<file path="config.mk">
export PLATFORM = sky130hd
export DESIGN_NAME = regmask_encoder
export DESIGN_NICKNAME = d
export VERILOG_FILES = /design/src/rtl/regmask_encoder.sv
export SDC_FILE = /design/constraint.sdc
export NUM_CORES = 1
export LEC_CHECK = 0
export CAP_MARGIN = 20
export CORE_AREA = 2 2 87 89
export CTS_BUF_LIST = sky130_fd_sc_hd__clkbuf_8 sky130_fd_sc_hd__clkbuf_16
export DETAILED_ROUTE_END_ITERATION = 7
export DIE_AREA = 0 0 89 91
export MAX_ROUTING_LAYER = met4
export PLACE_DENSITY_LB_ADDON = 0.15
export SKIP_CTS_REPAIR_TIMING = 1
export SLEW_MARGIN = 20
export SYNTH_ARGS = -nofsm -noshare
export SYNTH_HDL_FRONTEND = slang
export SYNTH_SLANG_ARGS = --single-unit
</file>
<file path="constraint.sdc">
create_clock -name clock -period 5.2 [get_ports clock]
set_clock_uncertainty 0.05 [all_clocks]
set_input_delay 1.04 -clock clock [delete_from_list [all_inputs] [get_ports clock]]
set_output_delay 1.04 -clock clock [all_outputs]
set_load 0.1 [all_outputs]
</file>
<file path="src/rtl/regmask_encoder.sv">
// regmask_encoder
//   Sequential 32-to-5 encoder. A captured register mask is drained one set
//   bit at a time, lowest index first, each index offered on a valid/ready
//   handshake. This is the inverse of the register-file write-select decode.
//
// Ports
//   clock       system clock, all state updates on the rising edge
//   ctrl_reset  synchronous active-high reset
//   in_mask     register mask to encode, bit i means register i
//   in_valid    in_mask is valid this cycle
//   in_ready    block can accept a mask (only while idle)
//   out_index   index of the lowest set bit still pending
//   out_valid   out_index is valid
//   out_ready   consumer takes out_index this cycle
//   out_last    out_index is the final pending bit of the current mask
//   remaining   number of set bits still pending (0..32)
//   done        one-cycle pulse when the current mask is fully drained
//
// Every output is either a register or decoded purely from registered
// state, so there is no combinational path from in_mask/in_valid.
module regmask_encoder #(
   parameter int NREG = 32,
   parameter int IDXW = 5
) (
   input  logic            clock,
   input  logic            ctrl_reset,
   input  logic [31:0]     in_mask,
   input  logic            in_valid,
   output logic            in_ready,
   output logic [4:0]      out_index,
   output logic            out_valid,
   input  logic            out_ready,
   output logic            out_last,
   output logic [5:0]      remaining,
   output logic            done
);

   typedef enum logic {IDLE, EMIT} state_t;

   state_t            state;
   logic [NREG-1:0]   pend;
   logic [5:0]        cnt;
   logic              done_r;

   // Position of the lowest set bit; zero for an empty mask so the idle
   // value of out_index matches its reset value.
   function automatic logic [IDXW-1:0] lsb_index(input logic [NREG-1:0] m);
      lsb_index = '0;
      for (int i = NREG - 1; i >= 0; i--) begin
         if (m[i]) lsb_index = IDXW'(i);
      end
   endfunction

   function automatic logic [5:0] popcount(input logic [NREG-1:0] m);
      popcount = '0;
      for (int i = 0; i < NREG; i++) begin
         popcount = popcount + {5'b0, m[i]};
      end
   endfunction

   always_ff @(posedge clock) begin
      if (ctrl_reset) begin
         state  <= IDLE;
         pend   <= '0;
         cnt    <= '0;
         done_r <= 1'b0;
      end else begin
         done_r <= 1'b0;
         case (state)
            IDLE: begin
               if (in_valid) begin
                  if (in_mask != '0) begin
                     pend  <= in_mask;
                     cnt   <= popcount(in_mask);
                     state <= EMIT;
                  end else begin
                     // Empty mask drains immediately: done without any index.
                     done_r <= 1'b1;
                  end
               end
            end
            EMIT: begin
               if (out_ready) begin
                  // m & (m-1) clears exactly the lowest set bit.
                  pend <= pend & (pend - {{(NREG-1){1'b0}}, 1'b1});
                  cnt  <= cnt - 6'd1;
                  if (cnt == 6'd1) begin
                     state  <= IDLE;
                     done_r <= 1'b1;
                  end
               end
            end
            default: state <= IDLE;
         endcase
      end
   end

   assign in_ready  = (state == IDLE);
   assign out_valid = (state == EMIT);
   assign out_index = lsb_index(pend);
   assign out_last  = (cnt == 6'd1);
   assign remaining = cnt;
   assign done      = done_r;

endmodule

</file>
==> results of run 1 <==
through the flow:
stage / cells / worst slack [ns]
2_1_floorplan: 396 / -0.210
3_3_place_gp: 555 / -0.815
3_5_place_dp: 555 / -0.880
4_1_cts: 562 / -0.562
5_1_grt: 564 / -0.348
6_report: 564 / -0.250
placed cells by master (no fill, tap or decap), types with 8 or more instances in the layout:
cell type	n
clkdlybuf4s50_1	35
a21oi_1	37
buf_4	27
dfxtp_1	40
nor3_1	9
nand2_1	41
fa_1	23
dlymetal6s2s_1	10
o211ai_1	9
nor2_1	24
o21ai_1	8
nand3_1	26
nor4_1	15
inv_1	37
power by group through the flow:
stage	combinational, mW	clock, mW	sequential (mW)
floorplan	0.831	0	0.480
global placement	1.26	0	0.396
detailed placement	1.27	0	0.397
CTS	1.28	0.210	0.390
global route	1.77	0.223	0.397
finish	1.59	0.208	0.392
kinds of logic (layout without fill, tap and decap cells):
| kind of cell | Yosys count | count (layout) |
|---|---|---|
| compound gates | 107 | 107 |
| xor+xnor | 1 | 1 |
| fa+ha+maj | 34 | 34 |
| buf+inv | 61 | 130 |
| flops | 40 | 40 |
| mux | 2 | 2 |
| simple gates | 151 | 151 |
tightest hold or removal path, stage by stage, from the launching register on:
cell,delay (ns)
dfxtp_1,0.35
o41ai_1,0.07
o31ai_1,0.06
cell usage after synthesis, drive strengths merged, types with 3 or more instances:
cell type	count	area share [%]
nor4	16	3.2
nor3	10	1.6
nand4	5	1.0
o211ai	9	2.2
fa	24	15
o21a	3	0.72
and2	3	0.60
nor2	24	2.9
dfxtp	40	26
o21ai	14	2.4
nand2	41	4.9
a211oi	5	1.2
a31oi	7	1.4
a21oi	38	6.1
o311ai	11	3.1
inv	44	5.3
ha	10	4.0
or3	4	0.80
nand3	27	4.3
nand3b	3	0.72
o31ai	5	1.2
clkbuf	14	1.7
o31a	3	0.84
or4	7	1.9
layer usage:
metal  global-route usage, %  vias to the layer above
li1                        -                     1578
met1                    35.9                     1609
met2                    38.2                      135
met3                    4.55                       16
met4                    6.84                        0
met5                       -                        -
state kept, by name, summed over array words and instances (netlist names):
signal,flops
done,1
remaining,6
out_valid,1
pend,32
cell type report:
| class | count | area, um2 | share of cell area (%) |
|---|---|---|---|
| clock inverter | 2 | 12.5 | 0.305 |
| tap | 99 | 124 | 3.02 |
| multi-input combinational | 295 | 2200 | 53.6 |
| timing repair buffer | 78 | 731 | 17.8 |
| inverter | 45 | 169 | 4.11 |
| sequential | 40 | 801 | 19.5 |
| clock buffer | 5 | 68.8 | 1.68 |
worst min path at each step:
stage / cells after the start / endpoint / slack [ns]
2_1_floorplan: 2 / pend[22]$_SDFFE_PP0P_ / 0.41
3_3_place_gp: 2 / pend[22]$_SDFFE_PP0P_ / 0.44
3_5_place_dp: 2 / pend[22]$_SDFFE_PP0P_ / 0.45
4_1_cts: 2 / pend[22]$_SDFFE_PP0P_ / 0.45
5_1_grt: 2 / pend[22]$_SDFFE_PP0P_ / 0.49
6_report: 2 / remaining[5]$_SDFFE_PP0P_ / 0.46
==> qor.csv, run 1 <==
stage;metric;value;unit
run_status;failing checks;setup timing;
logic_synthesis;post-synthesis adder-cell area fraction;19.3;%
critical_path;nature of the critical path startpoint;input port;
grt;first-pass GRT wire length;15800;um
pwr;P_leak;1.65;nW
critical_path;crit path launch;in_mask[17];
sta;fin crit share;105;%
final_layout;Final Cell Area;4110;um2
critical_path;Crit-path slowest cell;fa_1;
cts;# H-tree levels;2;
placement;Area after DPL;3910;um2
sta;fin crit period;5.45;ns
floorplanning;core area;7140;um2
pwr;sequential share of power;17.9;%
critical_path;delay-heaviest family, CP;adder cells;
routing;post-route ant nets;0;
critical_path;Setup crit end kind;register;
sta;hold_ws;0.462;ns
floorplanning;Die Area;8100;um2
grt;largest net degree at the start of global routing;41;
routing;post-DR wirelength/cell;17.5;um
logic_synthesis;largest family of logic cells by synthesized area;simple AND/OR/NAND/NOR gates;
pwr;Net Sw Frac;47.6;%
cts;CTS root buf;clkbuf_8;
worst_hold_path;Worst Min Path Start;remaining[5]$_SDFFE_PP0P_;
critical_path;WP depth;19;
pwr;Clk pwr share;9.5;%
floorplanning;die height;91;um
critical_path;R2R cell count;5;
logic_synthesis;syn nets;466;
grt;initial antenna violation count;0;
routing;drt first pass iters;5;
sta;final-report hold violation count;0;
final_layout;P&R area growth vs syn;31.1;%
critical_path;Crit Path Max Fanout;2;
logic_synthesis;Synth Cell Area;3130;um2
placement;routability cong.;0.898;
logic_synthesis;post-synthesis mux area share;0.639;%
final_layout;Final nets;535;
cts;TritonCTS clock tree;yes;
routing;WL met2;4700;um
sta;Slew @ Worst Pin;0.971;ns
logic_synthesis;Cell variety after synth;53;
worst_hold_path;min-delay worst type;reg2reg;
critical_path;r2r endpoint;pend[30]$_SDFFE_PP0P_;
pwr;switching power;1.04;mW
sta;Setup Viol. Count Final;2;
floorplanning;io pins;51;
pwr;worst vdd ir;0.600;mV
critical_path;CP Data Arrival Time;5.58;ns
routing;met3 wire length;595;um
final_layout;# diodes;0;
logic_synthesis;ys async rst share;0;%
critical_path;worst path cell trace;buf_8 > fa_1 > inv_1 > fa_1 > inv_2 > fa_1 > inv_2 > fa_1 > fa_1 > fa_1 > inv_2 > ha_4 > inv_2 > fa_2 > nor2b_2 > nor3_2 > o211a_1 > o32ai_2 > a21oi_1;
routing;vias per cell;5.92;
final_layout;# fillers;691;
critical_path;Critical Path RT;5.33;ns
grt;GRT Total Usage;25.6;%
cts;clk sinks;40;
logic_synthesis;Post-Synth XOR/XNOR Area;0.280;%
routing;highest metal used;met4;
pwr;Gate power share;72.7;%
cts;Num CTS Buffers;5;
sta;RSZ-0062 raised after global routing;true;
placement;buffers added on ports;50;
logic_synthesis;area fraction in and, or, nand and nor cells after synthesis;24.6;%
grt;vias in the first global route;3176;
job;Max Cap Viol;0;
logic_synthesis;Seq cells post-synth;40;
routing;M1 WL;4400;um
logic_synthesis;Main synth FF type;dfxtp_1;
critical_path;Crit Path Category;in2reg;
critical_path;Crit Reg-Reg Startpoint;pend[4]$_SDFFE_PP0P_;
critical_path;most frequent CP cell;fa_1;
floorplanning;row count;31;
logic_synthesis;Cells after Synth;396;
floorplanning;Die W;89;um
logic_synthesis;register area share after synthesis;25.6;%
sta;Achievable Freq;183;MHz
routing;Initial DRC Count;349;
final_layout;fin util;57.6;%
routing;vias;3338;
cts;clock latency on the worst-skew pair;0.30;ns
cts;Worst-path clk slew;0.09;ns
critical_path;Reg2Reg Setup Slack;2.70;ns
logic_synthesis;Post-synth EDFFs;0;
sta;max_slew headroom;35.0;%
logic_synthesis;Compound-Gate Fraction of Synth Area;22.3;%
critical_path;slowest cell delay on critical path;0.54;ns
critical_path;worst path buffer plus inverter count;6;
pwr;Internal;1.15;mW
run_status;run status;finished with violations;
routing;drt drc;0;
sta;Final Slew Violations;0;
pwr;Power Density;534;nW/um2
grt;Remaining Overflow, GRT;0;
logic_synthesis;syn_area_per_cell;7.91;um2
logic_synthesis;Yosys warning count;0;
final_layout;share of post-route cells with drive strength above 1;13.8;%
routing;total wire length;9850;um
sta;final setup margin;-0.250;ns
critical_path;CP endpoint;remaining[4]$_SDFFE_PP0P_;
cts;maximum root-to-sink buffer count;2;
placement;HPWL Detailed;7500;um
pwr;total power;2.19;mW
sta;final setup TNS;-0.326;ns
floorplanning;initial core utilization;43.9;%
Note: power is estimated with default switching activity, not from simulation.
==> inputs of run 2 (changes only) <==
--- a/config.mk
+++ b/config.mk
@@ -5,11 +5,12 @@
 export SDC_FILE = /design/constraint.sdc
 export NUM_CORES = 1
 export LEC_CHECK = 0
+export ABC_AREA = 1
 export CAP_MARGIN = 20
-export CORE_AREA = 2 2 87 89
-export CTS_BUF_LIST = sky130_fd_sc_hd__clkbuf_8 sky130_fd_sc_hd__clkbuf_16
+export CORE_AREA = 2 2 90 92
+export CTS_BUF_LIST = sky130_fd_sc_hd__clkbuf_8
 export DETAILED_ROUTE_END_ITERATION = 7
-export DIE_AREA = 0 0 89 91
+export DIE_AREA = 0 0 92 94
 export MAX_ROUTING_LAYER = met4
 export PLACE_DENSITY_LB_ADDON = 0.15
 export SKIP_CTS_REPAIR_TIMING = 1
==> run 2 against run 1 <==
Effect of this change:
- the run still ends with setup timing left
- sequential cell count did not move
- final cell count rose by 20%
- total power grew 3.4%
- routed wire length fell by 0.52%
==> qor.csv, run 2 <==
stage;metric;value;unit
routing;post-route ant nets;0;
floorplanning;initial core utilization;44.0;%
logic_synthesis;Main synth FF type;dfxtp_1;
worst_hold_path;min-delay worst type;reg2reg;
grt;largest net degree at the start of global routing;35;
pwr;Power Density;525;nW/um2
critical_path;Crit Path Category;in2reg;
routing;post-DR wirelength/cell;14.4;um
floorplanning;Die W;92;um
logic_synthesis;largest area contributor in the netlist;dfxtp_1;
sta;Final Slew Violations;0;
routing;total wire length;9800;um
critical_path;Reg2Reg Setup Slack;2.67;ns
sta;Achievable Freq;189;MHz
logic_synthesis;Post-synth top cells;inv_1 (111), nand2_1 (74), nor2_1 (66);
floorplanning;core area;7610;um2
cts;Num CTS Buffers;5;
logic_synthesis;Cells after Synth;502;
final_layout;most flop-heavy register;pend;
sta;final-report hold violation count;0;
grt;vias in the first global route;3475;
cts;clock latency on the worst-skew pair;0.31;ns
logic_synthesis;Cell variety after synth;39;
pwr;P_leak;2.12;nW
critical_path;slowest cell delay on critical path;0.54;ns
logic_synthesis;Synth Cell Area;3350;um2
critical_path;worst path buffer plus inverter count;7;
sta;RSZ-0062 raised after global routing;true;
critical_path;CP Data Arrival Time;5.50;ns
cts;Worst-path clk slew;0.10;ns
floorplanning;io pins;51;
cts;TritonCTS clock tree;yes;
final_layout;# fillers;749;
sta;final setup margin;-0.102;ns
critical_path;Critical Path RT;5.39;ns
routing;drt first pass iters;4;
routing;vias;3482;
final_layout;P&R area growth vs syn;28.8;%
sta;Setup Viol. Count Final;3;
critical_path;Crit-path slowest cell;fa_2;
floorplanning;row count;32;
cts;# H-tree levels;2;
critical_path;Crit Path Max Fanout;2;
routing;vias per cell;5.13;
critical_path;delay-heaviest family, CP;adder cells;
logic_synthesis;syn_area_per_cell;6.67;um2
critical_path;nature of the critical path startpoint;input port;
logic_synthesis;ranking of synthesized cells by area;dfxtp_1 (24%), fa_1 (14%), inv_1 (12%);
final_layout;share of post-route cells with drive strength above 1;15.8;%
sta;fin crit share;102;%
final_layout;# diodes;0;
logic_synthesis;post-synth top area share;23.9;%
sta;hold_ws;0.437;ns
floorplanning;die height;94;um
critical_path;worst path cell trace;buf_6 > fa_1 > inv_1 > fa_1 > inv_2 > fa_1 > inv_2 > fa_2 > fa_2 > fa_1 > inv_1 > ha_2 > inv_2 > fa_2 > inv_2 > nand2_2 > nand2_2 > a21oi_2 > xnor2_1 > nand2_1 > a31oi_1;
job;Max Cap Viol;0;
cts;CTS root buf;clkbuf_8;
logic_synthesis;ys async rst share;0;%
logic_synthesis;Seq cells post-synth;40;
grt;Remaining Overflow, GRT;0;
pwr;worst vdd ir;0.681;mV
sta;fin crit period;5.30;ns
run_status;run status;finished with violations;
final_layout;Final nets;646;
logic_synthesis;syn nets;572;
final_layout;register area;801;um2
sta;max_slew headroom;34.6;%
routing;Initial DRC Count;244;
logic_synthesis;register area share after synthesis;23.9;%
final_layout;most frequent cells in the layout;inv_1 (101), nand2_1 (72), nor2_1 (65), a21oi_1 (41), dfxtp_1 (40);
sta;final setup TNS;-0.147;ns
critical_path;Setup crit end kind;register;
logic_synthesis;Post-synth EDFFs;0;
cts;maximum root-to-sink buffer count;2;
floorplanning;Die Area;8650;um2
routing;drt drc;0;
grt;first-pass GRT wire length;16400;um
grt;initial antenna violation count;0;
logic_synthesis;count leader, synth;inv_1;
placement;HPWL Detailed;7730;um
run_status;failing checks;setup timing;
placement;routability cong.;0.890;
final_layout;area occupied by multi-input gates;2050;um2
final_layout;most common cell after layout, fill and taps aside;inv_1;
logic_synthesis;Yosys warning count;0;
placement;buffers added on ports;50;
final_layout;flip-flop count of the largest register after layout;32;
sta;Slew @ Worst Pin;0.978;ns
grt;GRT Total Usage;24.7;%
cts;clk sinks;40;
## run 2: changes by cell type after synthesis, moves of 8 or more
cell	change
o211ai_1	-8
nor4_1	-14
inv_1	+67
o22ai_1	+14
inv_2	+12
nor2_1	+42
nand3_1	-18
nand2_1	+33
nand4_1	+15
## run 2: cell type report
cell class	count	share of cell area [%]
clock inverter	3	1.07
clock buffer	5	1.60
timing repair buffer	82	17.2
tap	102	2.96
inverter	125	11.0
sequential	40	18.6
multi-input combinational	322	47.6
## run 2: metal layers
| layer | GRT usage (%) | wire, um |
|---|---|---|
| met4 | 7.34 | 179 |
| met5 | - | 0 |
| met1 | 31.1 | 4340 |
| met2 | 42.0 | 4790 |
| met3 | 2.81 | 499 |
## run 2: through the flow
stage	cells	power (mW)	instance area [um2]	setup slack (ns)	utilization, %
after floorplan	502	1.35	3350	-0.100	-
after global placement	668	1.77	4130	-0.692	54.3
after detailed placement	668	1.78	4130	-0.738	54.3
after CTS	676	2.06	4250	-0.439	55.8
after global routing	679	2.46	4310	-0.292	56.7
final	679	2.27	4310	-0.102	56.7
## run 2: cells by family (layout without fill, tap and decap cells)
family	Yosys count	count (layout)	share of synthesized area [%]
AND/OR/NAND/NOR	192	192	25.3
XOR/XNOR	2	2	0.523
flip-flops	40	40	23.9
AO/OA/AOI/OAI	94	94	16.2
adder cells (fa/ha/maj)	34	34	18.1
buffers and inverters	140	215	16.0
## run 2: path summary, 6_finish.rpt
path | from | to | cells past startpoint
setup / recovery | in_mask[21] | remaining[4]$_SDFFE_PP0P_ | 21
hold / removal | pend[24]$_SDFFE_PP0P_ | pend[24]$_SDFFE_PP0P_ | 2
setup reg to reg | out_valid$_SDFF_PP0_ | pend[26]$_SDFFE_PP0P_ | 12
hold reg to reg | pend[24]$_SDFFE_PP0P_ | pend[24]$_SDFFE_PP0P_ | 2
## run 2: worst register-to-register path, stage by stage (launching register included)
cell and delay [ns]:
dfxtp_1 0.32, buf_4 0.24, inv_1 0.11, buf_4 0.36
nand3_2 0.18, nand2_4 0.18, clkinv_4 0.17, a21oi_2 0.16
o21a_1 0.17, a21boi_4 0.25, o21ai_2 0.09, nand2_1 0.07
a21oi_1 0.05
## run 2: report_power, final
| group | total (mW) | internal [mW] | switching [mW] |
|---|---|---|---|
| clock | 0.270 | 0.145 | 0.125 |
| combinational | 1.62 | 0.656 | 0.966 |
| sequential | 0.375 | 0.341 | 0.0341 |
| total | 2.27 | 1.14 | 1.12 |
==> inputs of run 3 (changes only) <==
--- a/config.mk
+++ b/config.mk
@@ -6,7 +6,7 @@
 export NUM_CORES = 1
 export LEC_CHECK = 0
 export ABC_AREA = 1
-export CAP_MARGIN = 20
+export CAP_MARGIN = 5
 export CORE_AREA = 2 2 90 92
 export CTS_BUF_LIST = sky130_fd_sc_hd__clkbuf_8
 export DETAILED_ROUTE_END_ITERATION = 7
==> results of run 3 <==
The final DEF is identical to that of run 2; final timing and power are the same.
